### src/rtl/layer_sequencer.sv
// Per-layer control FSM for a fully connected layer: streams activation/weight
// addresses per neuron group, sequences accumulator clear/enable and write-back.
module layer_sequencer #(
  parameter int IN_LEN  = 784,
  parameter int OUT_LEN = 128,
  parameter int PAR     = 8,
  parameter int RD_LAT  = 1,
  localparam int NGRP = OUT_LEN / PAR,
  localparam int IAW  = (IN_LEN > 1) ? $clog2(IN_LEN) : 1,
  localparam int WAW  = (IN_LEN * NGRP > 1) ? $clog2(IN_LEN * NGRP) : 1,
  localparam int OAW  = (OUT_LEN > 1) ? $clog2(OUT_LEN) : 1
) (
  input  logic           clk,
  input  logic           rst,
  input  logic           start,
  input  logic           out_ready,
  output logic           busy,
  output logic           done,
  output logic [IAW-1:0] in_addr,
  output logic [WAW-1:0] w_addr,
  output logic           acc_clr,
  output logic           mac_en,
  output logic           mac_last,
  output logic           out_we,
  output logic [OAW-1:0] out_addr
);

  localparam int GW = (NGRP > 1) ? $clog2(NGRP) : 1;
  localparam logic [IAW-1:0] I_LAST = IAW'(IN_LEN - 1);
  localparam logic [GW-1:0]  G_LAST = GW'(NGRP - 1);
  localparam logic [1:0]     D_LAST = 2'(RD_LAT - 1);

  typedef enum logic [2:0] {
    S_IDLE,
    S_CLEAR,
    S_STREAM,
    S_DRAIN,
    S_WRITE,
    S_DONE
  } state_t;

  state_t            state, state_next;
  logic [GW-1:0]     grp;
  logic [1:0]        drain_cnt;
  logic [RD_LAT-1:0] vld_pipe;
  logic [RD_LAT-1:0] last_pipe;

  // NOTE: sequential state is written with non-blocking assignments only, so
  // every register samples pre-edge values regardless of statement order.
  always_ff @(posedge clk) begin
    if (rst) state <= S_IDLE;
    else     state <= state_next;
  end

  // NOTE: every signal driven here gets a default first; a path that leaves
  // one unassigned would infer a latch.
  always_comb begin
    state_next = state;
    busy       = (state != S_IDLE);
    acc_clr    = (state == S_CLEAR);
    out_we     = (state == S_WRITE);
    done       = (state == S_DONE);
    unique case (state)
      S_IDLE:   if (start) state_next = S_CLEAR;
      S_CLEAR:  state_next = S_STREAM;
      S_STREAM: if (in_addr == I_LAST) state_next = S_DRAIN;
      S_DRAIN:  if (drain_cnt == D_LAST) state_next = S_WRITE;
      S_WRITE:  if (out_ready) state_next = (grp == G_LAST) ? S_DONE : S_CLEAR;
      S_DONE:   state_next = S_IDLE;
      default:  state_next = S_IDLE;
    endcase
  end

  // in_addr doubles as the element index i; w_addr runs on its own counter and
  // only steps between elements, so both hold their last issued value outside STREAM.
  always_ff @(posedge clk) begin
    if (rst) begin
      grp       <= '0;
      drain_cnt <= '0;
      in_addr   <= '0;
      w_addr    <= '0;
      out_addr  <= '0;
    end else begin
      unique case (state)
        S_IDLE: begin
          if (start) begin
            grp      <= '0;
            w_addr   <= '0;
            out_addr <= '0;
          end
        end
        S_CLEAR: begin
          in_addr   <= '0;
          drain_cnt <= '0;
          if (grp != '0) w_addr <= w_addr + WAW'(1);
        end
        S_STREAM: begin
          if (in_addr != I_LAST) begin
            in_addr <= in_addr + IAW'(1);
            w_addr  <= w_addr + WAW'(1);
          end
        end
        S_DRAIN: drain_cnt <= drain_cnt + 2'd1;
        S_WRITE: begin
          if (out_ready && grp != G_LAST) begin
            grp      <= grp + GW'(1);
            out_addr <= out_addr + OAW'(PAR);
          end
        end
        default: ;
      endcase
    end
  end

  // NOTE: the read-valid pipe is reset, so an aborted run cannot leak mac_en
  // pulses out of the pipe after reset.
  always_ff @(posedge clk) begin
    if (rst) begin
      vld_pipe  <= '0;
      last_pipe <= '0;
    end else begin
      vld_pipe[0]  <= (state == S_STREAM);
      last_pipe[0] <= (state == S_STREAM) && (in_addr == I_LAST);
      for (int s = 1; s < RD_LAT; s++) begin
        vld_pipe[s]  <= vld_pipe[s-1];
        last_pipe[s] <= last_pipe[s-1];
      end
    end
  end

  assign mac_en   = vld_pipe[RD_LAT-1];
  assign mac_last = last_pipe[RD_LAT-1];

endmodule

### config.mk
export PLATFORM = sky130hd
export DESIGN_NAME = layer_sequencer
export DESIGN_NICKNAME = d
export VERILOG_FILES = /design/src/rtl/layer_sequencer.sv
export SDC_FILE = /design/constraint.sdc
export NUM_CORES = 1
export LEC_CHECK = 0
export ABC_AREA = 0
export CORE_MARGIN = 2
export CORE_UTILIZATION = 35
export CTS_CLUSTER_DIAMETER = 50
export CTS_CLUSTER_SIZE = 40
export DETAILED_ROUTE_END_ITERATION = 8
export RECOVER_POWER = 100
export SYNTH_ARGS = -nofsm -noshare
export SYNTH_HDL_FRONTEND = slang
export SYNTH_SLANG_ARGS = --single-unit
### constraint.sdc
create_clock -name clk -period 3.95 [get_ports clk]
set_input_delay 0.5925 -clock clk [delete_from_list [all_inputs] [get_ports clk]]
set_output_delay 0.5925 -clock clk [all_outputs]
set_load 0.005 [all_outputs]
Word-level counts from Yosys, hierarchy flattened
Cells that the tools add are included.
Word-level totals
  flip-flop bits (word level): 42
  logic and storage cells: 62
Cells by class
  add/sub/neg operators: 5
  eq/ne operators: 16
  mux-type cells: 19
  reductions and logical operators: 14
Operators with widths (count)
  $mux 14: 3
  $pmux 14 s3: 1
  $pmux 10 s2: 1
  $mux 3: 5
  $pmux 3 s5: 1
  $add 14x1->14 const B: 1
  $mux 7: 2
  $pmux 7 s2: 1
  $add 10x1->10 const B: 1
  $eq 10x10->1 const B: 1
  $mux 10: 1
  $ne 10x10->1 const B: 1
  $mux 4: 2
  $ne 2x2->1 const B: 4
  $pmux 4 s2: 1
  $reduce_and 4->1: 2
  $add 7x4->7 const B: 1
  $eq 3x2->1 const B: 2
  $eq 3x3->1 const B: 2
  $ne 2x1->1 const B: 3
  $reduce_bool 2->1: 3
  $reduce_bool 3->1: 2
  $add 4x1->4 const B: 1
  $eq 4x4->1 const B: 1
  10 further kinds: 11

Depth between registers and ports, before layout
Gate-level depths: netlist of the first run.
  depth after elaboration: 4
  gate-level depth with buffers: 7

Least setup slack after synthesis of the first run
No wires, ideal clock.
  path type: reg-to-reg
  from: register grp[0]
  to: register w_addr[10]
  library setup time: 127 ps
  arrival time: 1627 ps
  data required time: 3823 ps
  setup slack: 2196 ps
  stages on the path, launching flop included: 8
  buffers on the path: 1
  period minus slack after synthesis: 1754 ps
  cell sequence: dfxtp_1 > inv_1 > ha_1 > and4bb_4 > or4_4 > buf_6 > a211oi_2 > o32ai_1
Between the ends
  word-level cells in the longest chain between the ends: 3
RTL lines
  start: declaration: line 43  | logic [GW-1:0] grp;
  start signal: assignment: line 106  | grp <= grp + GW'(1);
  $reduce_bool 4->1: line 95  | if (grp != '0) w_addr <= w_addr + WAW'(1);
  $ne 2x1->1 (no source line)
  $reduce_and 4->1 (no source line)
  end signal: assignment: line 95
  end signal: assignment: line 100  | w_addr <= w_addr + WAW'(1);
  end: declaration: line 20  | output logic [WAW-1:0] w_addr,
Every way passes these cells.
A chain may end at the register's enable or synchronous reset.

Worst setup path in the final report of the first run
  from: register state[0]
  to: output port acc_clr
Between the ends
  word-level cells in the longest chain between the ends: 1
RTL lines
  start: declaration: line 42  | state_t state, state_next;
  start signal: assignment: line 52  | else state <= state_next;
  $eq 3x1->1: line 60  | acc_clr = (state == S_CLEAR);
  end: declaration: line 21  | output logic acc_clr,
Every way passes these cells.

==> results of run 1 <==
[cell type report]
| cell class | instances | area [um^2] | area share |
|---|---|---|---|
| repair buffers | 38 | 378 | 0.140 |
| flip-flops and latches | 39 | 781 | 0.288 |
| well taps | 80 | 100 | 0.0370 |
| multi-input cells | 195 | 1320 | 0.488 |
| clock buffers | 7 | 76.3 | 0.0282 |
| inverters | 12 | 45.0 | 0.0166 |
| clock inverters | 1 | 5.00 | 0.00185 |
[state kept, by name, summed over array words and instances, names as in the netlist]
register	flops
mac_last	1
in_addr	10
mac_en	1
grp	4
state	3
w_addr	14
drain_cnt	2
out_addr	4
[where the power goes]
group          switching [mW]  total (mW)  internal [mW]
clock network           0.135       0.259          0.124
registers              0.0601       0.482          0.422
logic                   0.308       0.536          0.228
[cell families (layout without fill, tap and decap cells)]
logic type / Yosys count / in the layout / share of synthesized area
other: 1 / 3 / 0.00157
AOI/OAI and AO/OA: 66 / 66 / 0.208
DFF: 39 / 39 / 0.326
xor gates and xnor gates: 3 / 3 / 0.0141
adders and majority gates: 6 / 6 / 0.0314
and+or+nand+nor: 110 / 110 / 0.292
buffers and inverters: 35 / 58 / 0.0967
muxes: 7 / 7 / 0.0303
[final timing paths]
path | start | end | depth (start not counted) | slack, ns
worst max-delay path | state[0]$_SDFFE_PP0P_ | acc_clr | 2 | 1.17
worst min register to register | drain_cnt[1]$_SDFFE_PP0P_ | drain_cnt[1]$_SDFFE_PP0P_ | 2 | 0.45
worst min-delay path | drain_cnt[1]$_SDFFE_PP0P_ | drain_cnt[1]$_SDFFE_PP0P_ | 2 | 0.45
worst max register to register | state[2]$_SDFFE_PP0P_ | grp[1]$_SDFFE_PP0P_ | 4 | 1.74
[cell usage after synthesis, types with 2 or more instances]
library cell  number  area share
nor3_1             9       0.019
or3_1             11       0.029
o32ai_1            7       0.026
ha_1               6       0.031
a311oi_1           4       0.015
a41oi_1            2      0.0073
a21oi_1           19       0.040
nor3b_1            3      0.0094
nand2_1           12       0.019
nor2_1            14       0.022
a22o_1             2      0.0073
and3_1             7       0.018
inv_1             12       0.019
clkbuf_1           6      0.0094
buf_6              7       0.033
o21ai_0            6       0.013
a211oi_2           8       0.042
buf_2              2      0.0042
a21o_1             2      0.0063
and4_1             3       0.011
nand3_1           15       0.031
or3b_1             2      0.0073
nand2b_1           5       0.013
mux2_2             2      0.0094
o211ai_1           2      0.0063
nand4_1            6       0.016
nand3b_1           5       0.016
buf_4              5       0.016
a31oi_1            7       0.018
dfxtp_1           39        0.33
nor2_2             2      0.0052
mux2i_1            5       0.021
nor2b_1            2      0.0052
[critical path, cell delays in order (launching register included)]
cell           delay [ns]
dfxtp_1              0.65
nor3b_1              0.59
dlygate4sd3_1        0.66
[metal layers]
layer / track usage / vias up / share of wire / wire (um)
met5: 0 / - / 0 / 0
li1: - / 1042 / - / -
met1: 0.193 / 963 / 0.49 / 2570
met4: 0.0526 / 0 / 0.016 / 84
met3: 0.0352 / 6 / 0.036 / 188
met2: 0.227 / 36 / 0.45 / 2370
==> results.py, run 1 <==
metrics = {
    "synthesis": {
        "yosysWarnings": 0,
        "syn_area_per_cell_um2": 8.96,
        "synth-main-ff-cell": "dfxtp_1",
        "syn_area_um2": 2390,
        "synth-async-reset-ratio": 0,
        "yosysUniqueCellTypes": 61,
        "ys_seq_area_frac": 0.326,
        "synth_seq_cells": 39,
        "synth_edf_count": 0,
        "syn_inst": 267,
    },
    "drt": {
        "vias_per_cell": 5.50,
        "postRouteAntennaNets": 0,
        "firstDrtPassIters": 4,
        "drc": 0,
        "dr.first_iter.drc_count": 90,
        "num_vias": 2047,
        "wl_per_cell_um": 14.0,
        "drt-total-wl_mm": 5.22,
    },
    "setup_path": {
        "crit_type": "reg2out",
        "critPathCaptureType": "output pin",
        "cp.required_ns": 3.36,
        "critPathArrivalTime_ns": 2.19,
        "path_max_fanout": 18,
        "cp-start-kind": "flip-flop",
    },
    "worst_hold_path": {
        "hold_class": "reg2reg",
    },
    "clocking": {
        "cts_buffer_depth": 2,
        "post-cts-setup-buffer-count": 0,
        "htree_levels": 2,
        "cts_tree": "done",
        "cts-root-buf": "clkbuf_8",
        "cts_hold_buf": 0,
        "cts.sinks": 39,
        "ctsResizeCount": 0,
        "clkLatencyLatePin_ns": 0.29,
        "numCtsBuffers": 5,
        "cts.clk_slew.worst_paths_ns": 0.07,
    },
    "layout": {
        "final_common_cell": "dfxtp_1",
        "design_area_um2": 2710,
        "final_layout_size_suffix_gt1_frac": 0.0685,
        "finish.net_count": 301,
        "final_util": 0.403,
        "stdcell_count": 372,
        "fillers": 688,
        "final_cell_mix": "dfxtp_1 (39), dlygate4sd3_1 (35), a21oi_1 (19)",
        "diodes": 0,
        "syn2layout_area_growth_pct": 13.1,
    },
    "flow_run": {
        "drv_cap": 0,
    },
    "timing": {
        "hold_viol_final": 0,
        "fin_crit_sh": 0.705,
        "period_minus_slack_ns": 2.78,
        "fmax_mhz": 359,
        "max-slew-margin-rel": 0.405,
        "setup_viol": 0,
        "skew_ns": 0.00839,
        "tightest_slew_ns": 0.889,
        "hold_ws_ns": 0.452,
        "rsz0062_at_grt": "false",
        "slew_violations": 0,
        "worst_slack_ns": 1.17,
        "tns_ns": 0,
    },
    "placed_design": {
        "gp_congestion": 0.794,
        "dp.cells": 364,
        "io_buffers": 37,
        "place_area_um2": 2690,
        "place_ws_ns": 1.53,
        "hpwlAfterDp_mm": 3.60,
    },
    "pwr": {
        "p_leak_nw": 1.03,
        "p_per_area_nw_per_um2": 472,
        "p_total_mw": 1.28,
        "peakVddDrop_v": 0.000221,
    },
    "global_routing": {
        "antenna_found_initial": 0,
        "grt_max_degree": 32,
        "grt_remaining_overflow": 0,
        "grt_pass1_wl_mm": 8.75,
        "grt_pass1_vias": 1884,
        "grt.total_usage": 0.145,
    },
    "floorplan": {
        "coreArea_um2": 6720,
        "rows": 30,
        "die_x_um": 86.7,
        "die_h_um": 86.7,
        "ioPinCount": 41,
        "initial_utilization": 0.356,
        "design.die.area_um2": 7520,
    },
    "outcome": {
        "status": "finished clean",
    },
}
Note: power is estimated with default switching activity, not from simulation.
==> run 2: changes to the inputs <==
==> constraint.sdc (replaced) <==
create_clock -name clk -period 2.85 [get_ports clk]
set_input_delay 0.4275 -clock clk [delete_from_list [all_inputs] [get_ports clk]]
set_output_delay 0.4275 -clock clk [all_outputs]
set_load 0.005 [all_outputs]
==> run 2 against run 1 <==
Compared with the run above: first-iteration DRC count rose by 18%; via count rose by 2.8%; cell count rose by 0.81%; core utilization rose by 1.1 points; critical endpoint is now out_we; sequential power rose by 39%; flip-flop and latch count did not move; wire length rose by 3.4%; critical path depth rose by 1; worst hold slack improved by 0.0080 ns; highest routed layer unchanged.
==> results.py, run 2 (synthesized netlist as in run 1, its figures left out) <==
metrics = {
    "drt": {
        "drc": 0,
        "wl_per_cell_um": 14.4,
        "firstDrtPassIters": 4,
        "drt-total-wl_mm": 5.40,
        "postRouteAntennaNets": 0,
        "vias_per_cell": 5.61,
        "dr.first_iter.drc_count": 106,
        "num_vias": 2104,
    },
    "clocking": {
        "cts_tree": "done",
        "ctsResizeCount": 0,
        "cts-root-buf": "clkbuf_8",
        "post-cts-setup-buffer-count": 0,
        "cts.clk_slew.worst_paths_ns": 0.07,
        "cts.sinks": 39,
        "htree_levels": 2,
        "clkLatencyLatePin_ns": 0.29,
        "cts_buffer_depth": 2,
        "numCtsBuffers": 5,
        "cts_hold_buf": 0,
    },
    "layout": {
        "final_common_cell": "dfxtp_1",
        "final_cell_mix": "dfxtp_1 (39), dlygate4sd3_1 (32), a21oi_1 (19)",
        "multi_input_area_um2": 1360,
        "top_regs": "w_addr (14), in_addr (10)",
        "fillers": 683,
        "final_util": 0.414,
        "top_register": "w_addr",
        "largest_reg_flops": 14,
        "ff_latch_area_um2": 781,
        "final_layout_size_suffix_gt1_frac": 0.102,
        "diodes": 0,
        "syn2layout_area_growth_pct": 16.2,
        "finish.net_count": 304,
    },
    "setup_path": {
        "crit_chain": "or3b_1, inv_1, dlygate4sd3_1",
        "critPathArrivalTime_ns": 2.00,
        "crit_type": "reg2out",
        "cp-start-kind": "flip-flop",
        "critPathCaptureType": "output pin",
        "cp.required_ns": 2.42,
        "slowest_delay_ns": 0.57,
        "path_max_fanout": 13,
        "cp_slowest_cell": "dfxtp_1",
    },
    "timing": {
        "fmax_mhz": 412,
        "tns_ns": 0,
        "period_minus_slack_ns": 2.43,
        "fin_crit_sh": 0.851,
        "tightest_slew_ns": 0.891,
        "rsz0062_at_grt": "false",
        "max-slew-margin-rel": 0.403,
        "setup_viol": 0,
        "slew_violations": 0,
        "hold_ws_ns": 0.460,
        "hold_viol_final": 0,
        "skew_ns": 0.00263,
    },
    "pwr": {
        "peakVddDrop_v": 0.000308,
        "p_total_mw": 1.93,
        "pwr-share-comb": 0.438,
        "p_leak_nw": 1.06,
        "p_per_area_nw_per_um2": 692,
        "intPower_mw": 1.19,
        "switching_share": 0.384,
        "p_seq_frac": 0.347,
        "power.switching_uw": 740,
        "p_clk_frac": 0.215,
    },
    "global_routing": {
        "grt_max_degree": 31,
        "grt_remaining_overflow": 0,
        "grt.total_usage": 0.150,
        "grt_pass1_vias": 1891,
        "grt_pass1_wl_mm": 9.09,
        "antenna_found_initial": 0,
    },
    "placed_design": {
        "gp_congestion": 0.807,
        "io_buffers": 37,
        "hpwlAfterDp_mm": 3.75,
    },
    "outcome": {
        "status": "finished clean",
    },
    "floorplan": {
        "ioPinCount": 41,
        "coreArea_um2": 6720,
        "initial_utilization": 0.356,
        "die_h_um": 86.7,
        "design.die.area_um2": 7520,
        "die_x_um": 86.7,
        "rows": 30,
    },
    "flow_run": {
        "drv_cap": 0,
    },
    "worst_hold_path": {
        "hold_class": "reg2reg",
    },
}
==> run 2: metal layers <==
layer  vias to the layer above  GRT usage  routed length, um
met2                        47      0.231               2490
met1                      1000      0.209               2640
met3                         6     0.0314                199
met4                         0     0.0483                 69
met5                         -          0                  0
li1                       1051          -                  -
==> run 2: power by group through the flow <==
stage	combinational (mW)	clock (mW)	sequential [mW]
floorplan	0.812	0	0.623
global placement	0.876	0	0.684
detailed placement	0.884	0	0.685
CTS	0.887	0.429	0.672
global route	0.927	0.450	0.685
finish	0.842	0.414	0.669
==> run 2: path summary, 6_finish.rpt <==
| path | startpoint | end | slack, ns | cells after the start |
|---|---|---|---|---|
| setup / recovery | state[2]$_SDFFE_PP0P_ | out_we | 0.42 | 3 |
| hold / removal | drain_cnt[1]$_SDFFE_PP0P_ | drain_cnt[1]$_SDFFE_PP0P_ | 0.46 | 2 |
| setup reg to reg | state[0]$_SDFFE_PP0P_ | w_addr[3]$_SDFFE_PP0P_ | 0.58 | 4 |
| hold reg to reg | drain_cnt[1]$_SDFFE_PP0P_ | drain_cnt[1]$_SDFFE_PP0P_ | 0.46 | 2 |
==> run 2: layout make-up <==
| cell class | instances | share of cell area |
|---|---|---|
| sequential | 39 | 0.281 |
| tap | 80 | 0.0360 |
| clock buffer | 8 | 0.0360 |
| inverter | 12 | 0.0162 |
| multi-input combinational | 195 | 0.489 |
| timing repair buffer | 41 | 0.143 |
==> run 2: worst max-delay path, delay by kind of cell, from the launching register on <==
kind,cells,cell delay [ns]
buffers and inverters,2,0.68
flip-flops,1,0.57
AND/OR/NAND/NOR,1,0.46
==> run 2: through the flow <==
step	instances	area (um^2)	setup WS, ns
after detailed placement	367	2720	0.567
after global routing	375	2780	0.287
after CTS	375	2820	0.437
after floorplan	269	2400	1.10
after global placement	367	2720	0.619
final	375	2780	0.424
